<file path="config.mk">
export PLATFORM = sky130hd
export DESIGN_NAME = dat_line_seq_flat
export DESIGN_NICKNAME = d
export VERILOG_FILES = /design/src/rtl/dat_line_seq_if.sv /design/src/rtl/dat_line_seq.sv /design/src/flat_wrapper.sv
export SDC_FILE = /design/constraint.sdc
export NUM_CORES = 1
export LEC_CHECK = 0
export CORE_MARGIN = 5
export CORE_UTILIZATION = 46
export DETAILED_ROUTE_END_ITERATION = 10
export PLACE_DENSITY_LB_ADDON = 0.08
export REMOVE_ABC_BUFFERS = 1
export SLEW_MARGIN = 20
export SYNTH_ARGS = -nofsm -noshare
export SYNTH_HDL_FRONTEND = slang
export SYNTH_SLANG_ARGS = --single-unit
</file>
<file path="constraint.sdc">
create_clock -name clk -period 5.31 [get_ports clk]
set_input_delay 1.062 -clock clk [delete_from_list [all_inputs] [get_ports clk]]
set_output_delay 1.062 -clock clk [all_outputs]
set_load 0.01 [all_outputs]
</file>
<file path="src/rtl/dat_line_seq_if.sv">
// Handshake and RAM-side bundle for the line sequencer.
// slave is the sequencer's view; master is the controller/memory/RAM side.
interface dat_line_seq_if #(
  parameter int WAYS_N  = 4,
  parameter int WORDS_N = 8,
  parameter int DATA_W  = 32,
  parameter int SET_W   = 6
);
  localparam int ADDR_W = SET_W + $clog2(WORDS_N);

  logic                       req_vld;
  logic                       req_rdy;
  logic                       req_op;
  logic [WAYS_N-1:0]          req_way;
  logic [SET_W-1:0]           req_set;
  logic                       fill_vld;
  logic                       fill_rdy;
  logic [DATA_W-1:0]          fill_data;
  logic                       evict_vld;
  logic                       evict_rdy;
  logic [DATA_W-1:0]          evict_data;
  logic                       evict_last;
  logic [WAYS_N-1:0]          ram_en;
  logic [WAYS_N-1:0]          ram_wen;
  logic [ADDR_W-1:0]          ram_addr;
  logic [DATA_W-1:0]          ram_wdata;
  logic [WAYS_N*DATA_W-1:0]   ram_rdata;
  logic                       done_vld;
  logic                       done_op;

  modport master (
    output req_vld, req_op, req_way, req_set, fill_vld, fill_data, evict_rdy, ram_rdata,
    input  req_rdy, fill_rdy, evict_vld, evict_data, evict_last,
           ram_en, ram_wen, ram_addr, ram_wdata, done_vld, done_op
  );

  modport slave (
    input  req_vld, req_op, req_way, req_set, fill_vld, fill_data, evict_rdy, ram_rdata,
    output req_rdy, fill_rdy, evict_vld, evict_data, evict_last,
           ram_en, ram_wen, ram_addr, ram_wdata, done_vld, done_op
  );
endinterface

</file>
<file path="src/rtl/dat_line_seq.sv">
// Line sequencer for the per-way data RAMs: FILL writes a line beat by beat,
// EVICT reads a line through a 2-entry fall-through buffer under backpressure.
//
// state | meaning
// IDLE  | waiting for a line request, req_rdy high
// FILL  | one RAM write per accepted fill beat
// EVICT | credit-limited RAM reads, beats streamed to write-back
// DONE  | one-cycle completion pulse
module dat_line_seq #(
  parameter int WAYS_N  = 4,
  parameter int WORDS_N = 8,
  parameter int DATA_W  = 32,
  parameter int SET_W   = 6
) (
  input logic            clk,
  input logic            rst,
  dat_line_seq_if.slave  bus
);
  localparam int WRD_W  = $clog2(WORDS_N);
  localparam int CNT_W  = WRD_W + 1;
  localparam int ADDR_W = SET_W + WRD_W;
  localparam logic [CNT_W-1:0] CNT_LAST = CNT_W'(WORDS_N - 1);
  localparam logic [CNT_W-1:0] CNT_FULL = CNT_W'(WORDS_N);

  typedef enum logic [1:0] {S_IDLE, S_FILL, S_EVICT, S_DONE} state_t;

  state_t                   state_q, state_d;
  logic                     op_q;
  logic [WAYS_N-1:0]        way_q;
  logic [SET_W-1:0]         set_q;
  logic [CNT_W-1:0]         wcnt_q, rcnt_q, pcnt_q;
  logic                     inflight_q;
  logic [1:0][DATA_W-1:0]   fifo_mem_q;
  logic                     wr_ptr_q, rd_ptr_q;
  logic [1:0]               fifo_cnt_q;

  logic                     req_rdy, fill_rdy, evict_vld, evict_last, done_vld, done_op;
  logic [DATA_W-1:0]        evict_data, ram_wdata, rd_word;
  logic [WAYS_N-1:0]        ram_en, ram_wen;
  logic [ADDR_W-1:0]        ram_addr;
  logic                     accept, fill_fire, rd_issue, pop, fifo_pop, push;
  logic [2:0]               credit;

  always_comb begin
    rd_word = '0;
    for (int i = 0; i < WAYS_N; i++) begin
      if (way_q[i]) rd_word = rd_word | bus.ram_rdata[i*DATA_W +: DATA_W];
    end
  end

  always_ff @(posedge clk or negedge rst) begin
    if (!rst) state_q <= S_IDLE;
    else      state_q <= state_d;
  end

  always_comb begin
    state_d    = state_q;
    req_rdy    = 1'b0;
    fill_rdy   = 1'b0;
    evict_vld  = 1'b0;
    evict_data = '0;
    evict_last = 1'b0;
    ram_en     = '0;
    ram_wen    = '0;
    ram_addr   = '0;
    ram_wdata  = '0;
    done_vld   = 1'b0;
    done_op    = 1'b0;
    accept     = 1'b0;
    fill_fire  = 1'b0;
    rd_issue   = 1'b0;
    pop        = 1'b0;
    credit     = '0;
    case (state_q)
      S_IDLE: begin
        req_rdy = 1'b1;
        if (bus.req_vld) begin
          accept  = 1'b1;
          state_d = bus.req_op ? S_EVICT : S_FILL;
        end
      end
      S_FILL: begin
        fill_rdy = 1'b1;
        if (bus.fill_vld) begin
          fill_fire = 1'b1;
          ram_en    = way_q;
          ram_wen   = way_q;
          ram_addr  = {set_q, wcnt_q[WRD_W-1:0]};
          ram_wdata = bus.fill_data;
          if (wcnt_q == CNT_LAST) state_d = S_DONE;
        end
      end
      S_EVICT: begin
        // Read data in flight is presented straight away when the buffer is empty.
        evict_vld  = (fifo_cnt_q != 2'd0) || inflight_q;
        evict_data = (fifo_cnt_q != 2'd0) ? fifo_mem_q[rd_ptr_q] : rd_word;
        evict_last = evict_vld && (pcnt_q == CNT_LAST);
        pop        = evict_vld && bus.evict_rdy;
        credit     = {1'b0, fifo_cnt_q} + {2'b0, inflight_q} - {2'b0, pop};
        if ((rcnt_q < CNT_FULL) && (credit < 3'd2)) begin
          rd_issue = 1'b1;
          ram_en   = way_q;
          ram_addr = {set_q, rcnt_q[WRD_W-1:0]};
        end
        if (pop && (pcnt_q == CNT_LAST)) state_d = S_DONE;
      end
      S_DONE: begin
        done_vld = 1'b1;
        done_op  = op_q;
        state_d  = S_IDLE;
      end
      default: state_d = S_IDLE;
    endcase
  end

  assign fifo_pop = pop && (fifo_cnt_q != 2'd0);
  assign push     = inflight_q && !(pop && (fifo_cnt_q == 2'd0));

  always_ff @(posedge clk or negedge rst) begin
    if (!rst) begin
      op_q       <= 1'b0;
      way_q      <= '0;
      set_q      <= '0;
      wcnt_q     <= '0;
      rcnt_q     <= '0;
      pcnt_q     <= '0;
      inflight_q <= 1'b0;
      fifo_mem_q <= '0;
      wr_ptr_q   <= 1'b0;
      rd_ptr_q   <= 1'b0;
      fifo_cnt_q <= '0;
    end else begin
      inflight_q <= rd_issue;
      if (accept) begin
        op_q   <= bus.req_op;
        way_q  <= bus.req_way;
        set_q  <= bus.req_set;
        wcnt_q <= '0;
        rcnt_q <= '0;
        pcnt_q <= '0;
      end
      if (fill_fire) wcnt_q <= wcnt_q + CNT_W'(1);
      if (rd_issue)  rcnt_q <= rcnt_q + CNT_W'(1);
      if (pop)       pcnt_q <= pcnt_q + CNT_W'(1);
      if (push) begin
        fifo_mem_q[wr_ptr_q] <= rd_word;
        wr_ptr_q             <= ~wr_ptr_q;
      end
      if (fifo_pop) rd_ptr_q <= ~rd_ptr_q;
      if (push && !fifo_pop)      fifo_cnt_q <= fifo_cnt_q + 2'd1;
      else if (fifo_pop && !push) fifo_cnt_q <= fifo_cnt_q - 2'd1;
    end
  end

  assign bus.req_rdy    = req_rdy;
  assign bus.fill_rdy   = fill_rdy;
  assign bus.evict_vld  = evict_vld;
  assign bus.evict_data = evict_data;
  assign bus.evict_last = evict_last;
  assign bus.ram_en     = ram_en;
  assign bus.ram_wen    = ram_wen;
  assign bus.ram_addr   = ram_addr;
  assign bus.ram_wdata  = ram_wdata;
  assign bus.done_vld   = done_vld;
  assign bus.done_op    = done_op;

  a_way_onehot: assert property (@(posedge clk) disable iff (!rst)
    (bus.req_vld && req_rdy) |-> $onehot0(bus.req_way));
endmodule

</file>
<file path="src/flat_wrapper.sv">
// flat-port wrapper written by rule: the top's interface ports become plain ports
module dat_line_seq_flat 
#(
  parameter int WAYS_N  = 4,
  parameter int WORDS_N = 8,
  parameter int DATA_W  = 32,
  parameter int SET_W   = 6
)
  (clk, rst, bus_req_vld, bus_req_op, bus_req_way, bus_req_set, bus_fill_vld, bus_fill_data, bus_evict_rdy, bus_ram_rdata, bus_req_rdy, bus_fill_rdy, bus_evict_vld, bus_evict_data, bus_evict_last, bus_ram_en, bus_ram_wen, bus_ram_addr, bus_ram_wdata, bus_done_vld, bus_done_op);
  dat_line_seq_if #(.WAYS_N(WAYS_N), .WORDS_N(WORDS_N), .DATA_W(DATA_W), .SET_W(SET_W)) bus_i ();
  input logic clk;
  input logic rst;
  input wire logic [$bits(bus_i.req_vld)-1:0] bus_req_vld;
  input wire logic [$bits(bus_i.req_op)-1:0] bus_req_op;
  input wire logic [$bits(bus_i.req_way)-1:0] bus_req_way;
  input wire logic [$bits(bus_i.req_set)-1:0] bus_req_set;
  input wire logic [$bits(bus_i.fill_vld)-1:0] bus_fill_vld;
  input wire logic [$bits(bus_i.fill_data)-1:0] bus_fill_data;
  input wire logic [$bits(bus_i.evict_rdy)-1:0] bus_evict_rdy;
  input wire logic [$bits(bus_i.ram_rdata)-1:0] bus_ram_rdata;
  output wire logic [$bits(bus_i.req_rdy)-1:0] bus_req_rdy;
  output wire logic [$bits(bus_i.fill_rdy)-1:0] bus_fill_rdy;
  output wire logic [$bits(bus_i.evict_vld)-1:0] bus_evict_vld;
  output wire logic [$bits(bus_i.evict_data)-1:0] bus_evict_data;
  output wire logic [$bits(bus_i.evict_last)-1:0] bus_evict_last;
  output wire logic [$bits(bus_i.ram_en)-1:0] bus_ram_en;
  output wire logic [$bits(bus_i.ram_wen)-1:0] bus_ram_wen;
  output wire logic [$bits(bus_i.ram_addr)-1:0] bus_ram_addr;
  output wire logic [$bits(bus_i.ram_wdata)-1:0] bus_ram_wdata;
  output wire logic [$bits(bus_i.done_vld)-1:0] bus_done_vld;
  output wire logic [$bits(bus_i.done_op)-1:0] bus_done_op;
  assign bus_i.req_vld = bus_req_vld;
  assign bus_i.req_op = bus_req_op;
  assign bus_i.req_way = bus_req_way;
  assign bus_i.req_set = bus_req_set;
  assign bus_i.fill_vld = bus_fill_vld;
  assign bus_i.fill_data = bus_fill_data;
  assign bus_i.evict_rdy = bus_evict_rdy;
  assign bus_i.ram_rdata = bus_ram_rdata;
  assign bus_req_rdy = bus_i.req_rdy;
  assign bus_fill_rdy = bus_i.fill_rdy;
  assign bus_evict_vld = bus_i.evict_vld;
  assign bus_evict_data = bus_i.evict_data;
  assign bus_evict_last = bus_i.evict_last;
  assign bus_ram_en = bus_i.ram_en;
  assign bus_ram_wen = bus_i.ram_wen;
  assign bus_ram_addr = bus_i.ram_addr;
  assign bus_ram_wdata = bus_i.ram_wdata;
  assign bus_done_vld = bus_i.done_vld;
  assign bus_done_op = bus_i.done_op;
  dat_line_seq #(.WAYS_N(WAYS_N), .WORDS_N(WORDS_N), .DATA_W(DATA_W), .SET_W(SET_W)) u_core (.clk(clk), .rst(rst), .bus(bus_i));
endmodule
</file>
Word level (Yosys, flattened, before mapping)
Index checks and enable logic that the tools add are counted.

word-level totals
  bits in registers = 94
  bits of input ports = 176
  output and inout port bits = 87
  logic and storage cells = 106

cells by class
  $add $sub $neg = 7
  $lt $le $gt $ge = 5
  equal/unequal tests = 9
  multiplexer cells = 45
  bitwise gates (word level) = 5
  reductions and logical operators = 22

operators by type and width
  operator                                                                      count
  32-bit 2-to-1 mux                                                             11
  32-bit OR                                                                     3
  64-bit bitwise mux                                                            1
  32-bit demux with 1-bit select                                                1
  4-bit 2-to-1 mux                                                              7
  9-bit 2-to-1 mux                                                              2
  9-bit case mux with 2 select lines                                            1
  2-bit 2-to-1 mux                                                              7
  1-bit 2-to-1 mux                                                              13
  4-bit by 1-bit adder with 4-bit output, second input constant                 3
  1-bit logical AND                                                             10
  2-bit nonzero test                                                            5
  4-bit by 3-bit equality test with 1-bit output, second input constant         2
  2-bit case mux with 4 select lines                                            1
  4-bit case mux with 2 select lines                                            1
  2-bit equality test, second input constant                                    2
  2-bit zero test                                                               2
  1-bit by 2-bit less-than comparator with 1-bit output, second input constant  2
  4-bit less-than comparator, second input constant                             1
  2-bit by 1-bit != test with 1-bit output, second input constant               2
  2-bit != test, second input constant                                          2
  4-bit AND reduction                                                           1
  2-bit by 1-bit adder with 3-bit output                                        1
  1-bit zero test                                                               3
  other kinds (8)                                                               9

Longest topological paths before layout
  depth after elaboration = 11
  depth in mapped cells = 10
  depth with buffers taken out = 8

Least setup slack after synthesis
No wires, ideal clock.

  path kind = input to output
  from = input port bus_evict_rdy
  to = output port bus_ram_addr[0]
  arrival = 2435 ps
  required time = 4248 ps
  slack = 1813 ps
  stages = 8
  path buffers = 1
  path through = xor2_1 nand2_1 fa_1 xor2_1 nor3_2 buf_4 a22oi_1 nor2_1

between the ends
  longest elaborated chain between the ends = 6

RTL lines
  element                                                RTL line             source
  start: declaration                                     flat_wrapper.sv:19   input wire logic [$bits(bus_i.evict_rdy)-1:0] bus_evict_rdy;
  1-bit logical AND                                      dat_line_seq.sv:98   pop = evict_vld && bus.evict_rdy;
  3-bit by 1-bit subtractor with 3-bit output            dat_line_seq.sv:99   credit = {1'b0, fifo_cnt_q} + {2'b0, inflight_q} - {2'b0, pop};
  3-bit by 2-bit less-than comparator with 1-bit output  dat_line_seq.sv:100  if ((rcnt_q < CNT_FULL) && (credit < 3'd2)) begin
  1-bit logical AND                                      dat_line_seq.sv:100
  9-bit 2-to-1 mux                                       dat_line_seq.sv:100
  9-bit case mux with 2 select lines                     dat_line_seq.sv:74   case (state_q)
  end: declaration                                       flat_wrapper.sv:28   output wire logic [$bits(bus_i.ram_addr)-1:0] bus_ram_addr;

Every way passes these cells.

Final worst setup path
  from = input port bus_evict_rdy
  to = output port bus_ram_addr[5]

Same word-level chain as after synthesis.

==> impl_metrics.toml <==
[power_and_ir_drop]
p_per_area_mw_per_mm2 = 538
ir_drop_v = 0.000272
p_leak_uw = 0.00388

[timing]
tightest_slew_ns = 1.08
fin_skew_ns = 0.00673
setup_viol = 0
maxSlewHeadroom = 0.277
max_freq_mhz = 204
finalHoldViolCount = 0
rsz0062_at_grt = "no"
holdWs_ns = 0.482
post-route-period-util = 0.923
fin_crit_ns = 4.90
slew_viol_final = 0
finalSetupTns_ns = 0

[critical_path]
path_cells = "clkdlybuf4s50_1 -> xor2_1 -> nand2_1 -> fa_1 -> xor2_1 -> nor3_2 -> o21a_1 -> and2_1 -> clkdlybuf4s50_1"
slowest_delay_ns = 0.60
regToRegEndpoint = "u_core.rcnt_q[0]$_DFFE_PN0P_"
crit_arrival_ns = 3.84
r2r_cells = 9
cp-end-kind = "output port"
cp_slowest_cell = "clkdlybuf4s50_1"
path_class = "input pin to output port"
start_kind = "input pin"
crit_end = "bus_ram_addr[5]"
cp_num_buf_inv = 2
r2r-start = "u_core.fifo_cnt_q[1]$_DFFE_PN0P_"
cp_max_fo = 10
startpoint = "bus_evict_rdy"
worst_path_dominant_cell_family = "buffers and inverters"
cp.depth = 9
critical_path_required_ns = 4.25
reg2reg_setup_slack_ns = 2.62

[placed_design]
dpl.cell_count = 1007
place_congestion = 0.804
port_buffers = 262
hpwl_um = 13000

[logic_synthesis]
syn_area_mm2 = 0.00596
synth_async_sr_flop_share = 1.00
synth_area_leaders = "dfrtp_1 39%, and3_1 7.1%, a221oi_2 7.1%, nand2_1 6.9%, mux2i_1 5.7%"
synth.distinct_cells = 46
ys.flop_type = "dfrtp_1"
ys_ff_latch = 94
yosysMostFrequentCell = "nand2_1"
yosysSeqAreaShare = 0.395
synth_top_area_frac = 0.395
syn_area_per_cell_um2 = 9.57
yosys.area.top_type = "dfrtp_1"
syn_inst = 623
synth_edf_count = 0
synth_common_cells = "110 x nand2_1, 94 x dfrtp_1, 68 x and3_1"
yosysWarnings = 0

[job]
drv_cap = 0

[status]
status = "completed"

[clock_tree]
post-cts-setup-buffers = 0
clock_tree.buffer_depth = 2
cts.htree.levels = 3
clk_latency_ns = 0.33
post_cts_resized = 0
cts_tree = "done"
cts.sinks = 94
cts_buffers = 9
cts_root_buf = "clkbuf_16"
hold_buffers = 0
clk_pin_slew_ns = 0.06

[floorplan]
core_area_mm2 = 0.0127
core.rowCount = 41
die_w_um = 124
start_util = 0.470
io_pins = 263
die_h_um = 124
die_area_mm2 = 0.0153

[route]
vias_per_cell = 5.46
drt-pass1-iter-count = 6
totalWireLength_um = 18600
wl_per_cell_um = 18.2
drtIter0Drc = 329
antenna_left = 0
vias = 5583
drc = 0

[layout]
final_core_util = 0.700
layoutNonFillerInstCount = 1023
synthToLayoutAreaGrowth_pct = 48.8
nFillCells = 1001
drive_gt1_frac = 0.123
layout.nets = 1031
antenna_cells = 0

[hold_path]
hold_path.class = "register to register"
hold_depth = 2

[grt]
grt.total_usage = 0.241
grt_pass1_vias = 5849
grt_max_degree = 65
antenna_found_initial = 0
grt_pass1_wl_um = 29400
gr-total-overflow = 0
==> state kept, by name, indices dropped and copies added, names as in the netlist <==
| name | cells |
|---|---|
| u_core.way_q | 4 |
| u_core.set_q | 6 |
| u_core.fifo_mem_q | 64 |
| u_core.rd_ptr_q | 1 |
| u_core.rcnt_q | 4 |
| u_core.fifo_cnt_q | 2 |
| u_core.wr_ptr_q | 1 |
| u_core.op_q | 1 |
| u_core.state_q | 2 |
| u_core.wcnt_q | 4 |
| u_core.pcnt_q | 4 |
| u_core.inflight_q | 1 |
==> cells in the final DEF, fill, tap and decap left out, types with 2 or more instances in the layout <==
| master | instances |
|---|---|
| nor2_1 | 37 |
| nand3_1 | 7 |
| mux2_2 | 12 |
| nor3_1 | 2 |
| mux2i_1 | 34 |
| xnor2_1 | 3 |
| dfrtp_1 | 91 |
| a22oi_1 | 3 |
| inv_1 | 6 |
| clkdlybuf4s50_1 | 261 |
| a22o_1 | 34 |
| xor2_1 | 6 |
| and3_1 | 68 |
| o22ai_1 | 2 |
| ha_1 | 8 |
| a21oi_2 | 28 |
| o21ai_0 | 39 |
| and2_1 | 12 |
| clkbuf_16 | 9 |
| nand2_1 | 110 |
| a221oi_2 | 28 |
| bufinv_16 | 3 |
| a21oi_1 | 6 |
| dfrtp_2 | 3 |
| a221oi_1 | 4 |
| buf_4 | 10 |
| clkinv_2 | 2 |
| nor3b_1 | 2 |
==> layer usage <==
metal / wire length (µm) / up-vias / track usage
li1: - / 2678 / -
met1: 7380 / 2692 / 0.289
met2: 9570 / 201 / 0.428
met3: 1470 / 12 / 0.0677
met4: 214 / 0 / 0.0547
met5: 0 / - / 0
==> tightest hold or removal path, delay by kind of cell (launching register included) <==
kind,cells,cell delay (ns)
AOI/OAI and AO/OA,1,0.06
DFF,1,0.34
and+or+nand+nor,1,0.04
==> cell type report <==
class,instances,area (µm²),area share
well taps,172,215,0.0243
clock inverters,6,109,0.0123
clock buffers,10,239,0.0269
inverters,6,22.5,0.00254
flip-flops and latches,94,2360,0.266
repair buffers,271,2690,0.303
multi-input cells,464,3240,0.365
==> where the power goes <==
group,switching [µW],internal (µW)
clock network,269,472
registers,422,1040
logic,1250,1310
==> how the worst min path moves through the flow <==
stage                                        endpoint                               from  slack (ns)
finish              u_core.fifo_mem_q[50]$_DFFE_PN0P_  u_core.fifo_mem_q[50]$_DFFE_PN0P_        0.48
global route        u_core.fifo_mem_q[54]$_DFFE_PN0P_  u_core.fifo_mem_q[54]$_DFFE_PN0P_        0.50
floorplan           u_core.fifo_mem_q[32]$_DFFE_PN0P_  u_core.fifo_mem_q[32]$_DFFE_PN0P_        0.45
global placement    u_core.fifo_mem_q[58]$_DFFE_PN0P_  u_core.fifo_mem_q[58]$_DFFE_PN0P_        0.46
detailed placement  u_core.fifo_mem_q[54]$_DFFE_PN0P_  u_core.fifo_mem_q[54]$_DFFE_PN0P_        0.47
CTS                 u_core.fifo_mem_q[50]$_DFFE_PN0P_  u_core.fifo_mem_q[50]$_DFFE_PN0P_        0.48
==> cell families (layout without fill, tap and decap cells) <==
| group | count (synthesis) | in the layout | share of synthesized area |
|---|---|---|---|
| AND/OR/NAND/NOR | 249 | 249 | 0.203 |
| AO/OA/AOI/OAI | 151 | 151 | 0.225 |
| flip-flops | 94 | 94 | 0.395 |
| buffers and inverters | 65 | 293 | 0.0640 |
| multiplexers | 46 | 46 | 0.0798 |
| adder cells (fa/ha/maj) | 9 | 9 | 0.0202 |
| XOR/XNOR | 9 | 9 | 0.0132 |
==> metrics by stage <==
step	total power (µW)	instance area [µm²]	setup slack, ns
global placement	3960	8520	0.550
finish	4770	8870	0.407
detailed placement	4050	8520	0.503
global route	5130	8870	0.244
floorplan	2880	5600	0.916
CTS	4820	8870	0.388
Note: power is estimated with default switching activity, not from simulation.
